`src/rtl/hier_lane_pipe.sv`:
```
// hier_lane_pipe: a valid/ready pipeline built from DEPTH identical register-slice
// instances. It carries LANES XOR'd bit-channels plus a WIDTH-bit side bus and counts output transfers.

module hier_lane_stage #(
    parameter int LANES = 2,
    parameter int WIDTH = 2
) (
    input  logic             clk,
    input  logic             rst,
    input  logic             load,
    input  logic             src_valid,
    input  logic [LANES-1:0] src_q,
    input  logic [WIDTH-1:0] src_bus,
    output logic             valid,
    output logic [LANES-1:0] q,
    output logic [WIDTH-1:0] bus
);

    // The data registers move only with a valid word, so a bubble keeps the old payload.
    always_ff @(posedge clk) begin
        if (rst) begin
            valid <= 1'b0;
            q     <= '0;
            bus   <= '0;
        end else if (load) begin
            valid <= src_valid;
            if (src_valid) begin
                q   <= src_q;
                bus <= src_bus;
            end
        end
    end

endmodule

module hier_lane_pipe #(
    parameter int LANES = 2,
    parameter int WIDTH = 2,
    parameter int DEPTH = 2,
    parameter int CNT_W = 8
) (
    input  logic             clk,
    input  logic             rst,
    input  logic             in_valid,
    output logic             in_ready,
    input  logic [LANES-1:0] in_a,
    input  logic [LANES-1:0] in_b,
    input  logic [WIDTH-1:0] in_bus,
    output logic             out_valid,
    input  logic             out_ready,
    output logic [LANES-1:0] out_q,
    output logic [WIDTH-1:0] out_bus,
    output logic [CNT_W-1:0] xfer_cnt
);

    logic [DEPTH-1:0]            valid;
    logic [DEPTH-1:0][LANES-1:0] q;
    logic [DEPTH-1:0][WIDTH-1:0] bus;
    logic [DEPTH:0]              ready;
    logic [DEPTH-1:0]            src_valid;
    logic [DEPTH-1:0][LANES-1:0] src_q;
    logic [DEPTH-1:0][WIDTH-1:0] src_bus;

    // Ready ripples back from the output; an empty stage always accepts, which collapses bubbles.
    always_comb begin
        ready        = '0;
        ready[DEPTH] = out_ready;
        for (int k = DEPTH - 1; k >= 0; k--) begin
            ready[k] = ~valid[k] | ready[k + 1];
        end
    end

    always_comb begin
        src_valid    = '0;
        src_q        = '0;
        src_bus      = '0;
        src_valid[0] = in_valid;
        src_q[0]     = in_a ^ in_b;
        src_bus[0]   = in_bus;
        for (int k = 1; k < DEPTH; k++) begin
            src_valid[k] = valid[k - 1];
            src_q[k]     = q[k - 1];
            src_bus[k]   = bus[k - 1];
        end
    end

    for (genvar k = 0; k < DEPTH; k++) begin : g_stage
        hier_lane_stage #(
            .LANES (LANES),
            .WIDTH (WIDTH)
        ) u_stage (
            .clk       (clk),
            .rst       (rst),
            .load      (ready[k]),
            .src_valid (src_valid[k]),
            .src_q     (src_q[k]),
            .src_bus   (src_bus[k]),
            .valid     (valid[k]),
            .q         (q[k]),
            .bus       (bus[k])
        );
    end

    assign in_ready  = ready[0];
    assign out_valid = valid[DEPTH-1];
    assign out_q     = q[DEPTH-1];
    assign out_bus   = bus[DEPTH-1];

    always_ff @(posedge clk) begin
        if (rst) begin
            xfer_cnt <= '0;
        end else if (out_valid && out_ready) begin
            xfer_cnt <= xfer_cnt + CNT_W'(1);
        end
    end

endmodule
```
`config.mk`:
```
export PLATFORM = sky130hd
export DESIGN_NAME = hier_lane_pipe
export DESIGN_NICKNAME = d
export VERILOG_FILES = /design/src/rtl/hier_lane_pipe.sv
export SDC_FILE = /design/constraint.sdc
export NUM_CORES = 1
export LEC_CHECK = 0
export ABC_AREA = 1
export CORE_ASPECT_RATIO = 0.9
export CORE_UTILIZATION = 48
export DETAILED_ROUTE_END_ITERATION = 12
export PLACE_DENSITY = 0.82
export REMOVE_ABC_BUFFERS = 1
export SLEW_MARGIN = 30
export SYNTH_ARGS = -nofsm -noshare
export SYNTH_HDL_FRONTEND = slang
export SYNTH_SLANG_ARGS = --single-unit
```
`constraint.sdc`:
```
create_clock -name clk -period 2.3 [get_ports clk]
set_input_delay 0.69 -clock clk [delete_from_list [all_inputs] [get_ports clk]]
set_output_delay 0.69 -clock clk [all_outputs]
set_load 0.01 [all_outputs]
```
---- Yosys cells after proc, flatten, opt, wreduce, memory -nomap -nowiden ----
Cells that the tools add are included.
storage, ports and cells
  output and inout bits ................... 14
  flip-flop bits (word level) ............. 18
  bits of input ports ..................... 10
operators by class
  reduce and logical (&&, ||, !) cells .... 3
  bitwise gates (word level) .............. 5
  add/sub/neg operators ................... 1
operators with widths
  cell                   count
  $add A8 B1 Y8 const B  1
  $reduce_and A2 Y1      2
  $not A1 Y1             2
  $or A1 B1 Y1           2
  $xor A2 B2 Y2          1
  $logic_and A1 B1 Y1    1

---- Depth between registers and ports, before layout ----
  word-level depth ........................ 4
  mapped depth ............................ 7
  gate-level depth less buffers ........... 7

---- Modules after synthesis ----
A second synthesis with hierarchy kept.
second synthesis, totals
  cells, all modules ...................... 125
  area, all modules ....................... 828.3 µm²
by module, submodules not included
  module           area each (µm²)  sequential area each (µm²)  times used  cells an instance
  hier_lane_pipe   432.9            160.2                       1           65
  hier_lane_stage  197.7            100.1                       2           30

---- Worst setup path before layout ----
Ideal clock, no wire load.
  kind .................................... in2out
  start ................................... input out_ready
  end ..................................... output in_ready
  required time ........................... 1.610 ns
  data arrival time ....................... 0.854 ns
  buffers on the path ..................... 0
  cell stages on the path ................. 2
  slack ................................... 0.756 ns
  cell sequence ........................... inv_1 -> nand3_2
on the way
  word-level cells in the longest chain between the ends .. 2
RTL lines
  what                       line  source
  from (decl)                50    input logic out_ready,
  $or A1 B1 Y1 (2 in a row)  69    ready[k] = ~valid[k] | ready[k + 1];
  to (decl)                  45    output logic in_ready,
No other way between the ends.

---- Worst setup path in the final report ----
Ends and elaborated chain as after synthesis.

==> results.tsv <==
metric	value	unit
Max IR drop VDD	0.000461	V
insertion delay to the later sink of the worst-skew pair	0.29	ns
Max Cap Violations	0	
Fmax	0.449	GHz
sequential-to-total area share from yosys stat	45.7	%
Leak Pwr	0.462	nW
Placer Congestion	0.682	
HP Class	flop to flop	
dpl hpwl	1.15	mm
CTS Buf Count	3	
clock skew	0.00155	ns
Final Setup Violations	0	
Placed Instances	154	
crit path launch type	input port	
Initial Util	52.7	%
Synth Cell Area	788	um^2
Worst Max-Slew Pin Slew	0.422	ns
Final Hold Vio Count	0	
critical path type	input port to output port	
synthesized area per cell	7.17	um^2
post-CTS setup buffer count	0	
RSZ-0062 raised after global routing	false	
via density per instance	4.68	
initial antenna violation count	0	
Antenna Violating Nets Remaining	0	
PD cells	561	mW/mm^2
Worst Path Max Fanout	2	
DR WL/cell	9.50	um
Die ar.	0.00181	mm^2
vias in the first global route	590	
total global routing overflow	0	
Worst EP arrival	1.54	ns
hold_ws	0.489	ns
Worst slew margin	71.9	%
CP endpoint kind	output port	
non-filler instance count after layout	158	
setup TNS	0	ns
Yosys reg bits	18	
Post-Route WL	1.50	mm
commonest cells after routing, fill and taps aside	nor2_1, clkdlybuf4s50_1, nand2_1	
sequential share of power	55.3	%
CTS Sinks	18	
Int Pwr	0.464	mW
DR vias	739	
largest net degree at the start of global routing	17	
CTS clk-pin slew, worst paths	0.10	ns
sw power	0.140	mW
post-synth top area cell	dfxtp_1	
Area Overhead vs Synth	36.7	%
Synth Instances	110	
Net Sw Frac	23.2	%
share of cells above drive strength 1	10.3	%
H-tree depth	1	
final slew viol count	0	
DRC	0	
clock group share of total power	32.1	%
I/O Buffers	23	
nets	148	
Antenna Cells	0	
num rows	13	
core area	0.00150	mm^2
pre-CTS WS	-0.233	ns
Detailed Routing Iterations Pass 1	4	
WP data required	1.61	ns
Comb power frac	12.5	%
TritonCTS clock tree	yes	
CTS Hold Buffers Added	0	
status	finished, final reports clean	
Final period util	96.8	%
commonest non-fill, non-tap cell in the layout	nor2_1	
Root Driver	clkbuf_4	
die width	44.7	um
post-synth cell types	17	
synth top area cells	dfxtp_1, nor2_1, nand2_1, inv_1, o21ai_0	
first-pass GRT wire length	2.32	mm
share of the synthesized area in the top cell type	45.7	%
Setup WS post-layout	0.0728	ns
chip height	40.4	um
IO Pins	24	
Starting DRT DRC Count	12	
Finished Core Util	72.0	%
CTS Buffer Depth	2	
GR Util All Layers	18.7	%
min Tclk post-route	2.23	ns
Yosys Warn Count	0	
## final timing paths
| kind | slack, ns | cells past startpoint | endpoint | start |
|---|---|---|---|---|
| max reg2reg | 1.17 | 5 | xfer_cnt[7] | g_stage[1].u_stage.valid |
| min | 0.49 | 2 | g_stage[0].u_stage.q[1] | g_stage[0].u_stage.q[1] |
| max | 0.07 | 4 | in_ready | out_ready |
| min reg2reg | 0.49 | 2 | g_stage[0].u_stage.q[1] | g_stage[0].u_stage.q[1] |
## through the flow
stage,area [um^2],power [mW]
final,1080,0.604
after global routing,1080,0.633
after CTS,1080,0.609
after detailed placement,1040,0.417
after global placement,1040,0.415
after floorplan,768,0.377
## cells in the mapped netlist
cell / count
nor2_1: 25
nand3_2: 2
a21oi_1: 7
buf_4: 2
nor2_4: 1
ha_1: 1
nand2_1: 20
nand2_2: 2
o21ai_0: 8
buf_2: 1
nand4_1: 1
nor2_2: 1
inv_2: 1
dfxtp_1: 18
inv_1: 13
nand3_1: 5
xnor2_1: 2
## power by group through the flow
stage               Clock (mW)  Combinational [mW]  Sequential, mW
floorplan                    0              0.0326           0.344
global placement             0              0.0739           0.341
detailed placement           0              0.0758           0.342
CTS                      0.199              0.0759           0.334
global route             0.212              0.0848           0.336
finish                   0.194              0.0756           0.334
## worst max-delay path, stage by stage
cell             delay (ns)
clkdlybuf4s50_1        0.49
inv_2                  0.05
nand3_2                0.06
clkdlybuf4s15_1        0.24
## final cells by class
type | instances | area [um^2]
Fill cell | 131 | 419
Sequential cell | 18 | 360
Multi-Input combinational cell | 75 | 355
Timing Repair Buffer | 25 | 245
Inverter | 14 | 52.6
Clock buffer | 4 | 36.3
Tap cell | 22 | 27.5
## flip-flops by register name, indices dropped and copies added, names as in the netlist
register / cells
g_stage.u_stage.bus: 4
g_stage.u_stage.q: 4
g_stage.u_stage.valid: 2
xfer_cnt: 8
## cell families after synthesis
family                   after synthesis  synth area share [%]
buffers and inverters                 17                  9.21
XOR/XNOR                               2                  2.22
adder cells (fa/ha/maj)                1                  1.59
flip-flops                            18                  45.7
AO/OA/AOI/OAI                         15                  9.52
AND/OR/NAND/NOR                       57                  31.7
## timing repair
item / CTS / global route
setup endpoints to repair: 1 / 1
resized for setup: 1 / 2
pin swaps: 0 / 0
## layer usage
layer | share of wire, % | global-route usage (%) | vias up
met2 | 47 | 32.0 | 15
met4 | 0.87 | 6.82 | 0
met1 | 47 | 21.1 | 330
met3 | 5.3 | 8.11 | 2
met5 | 0 | 0 | -
li1 | - | - | 392
Note: power is estimated with default switching activity, not from simulation.
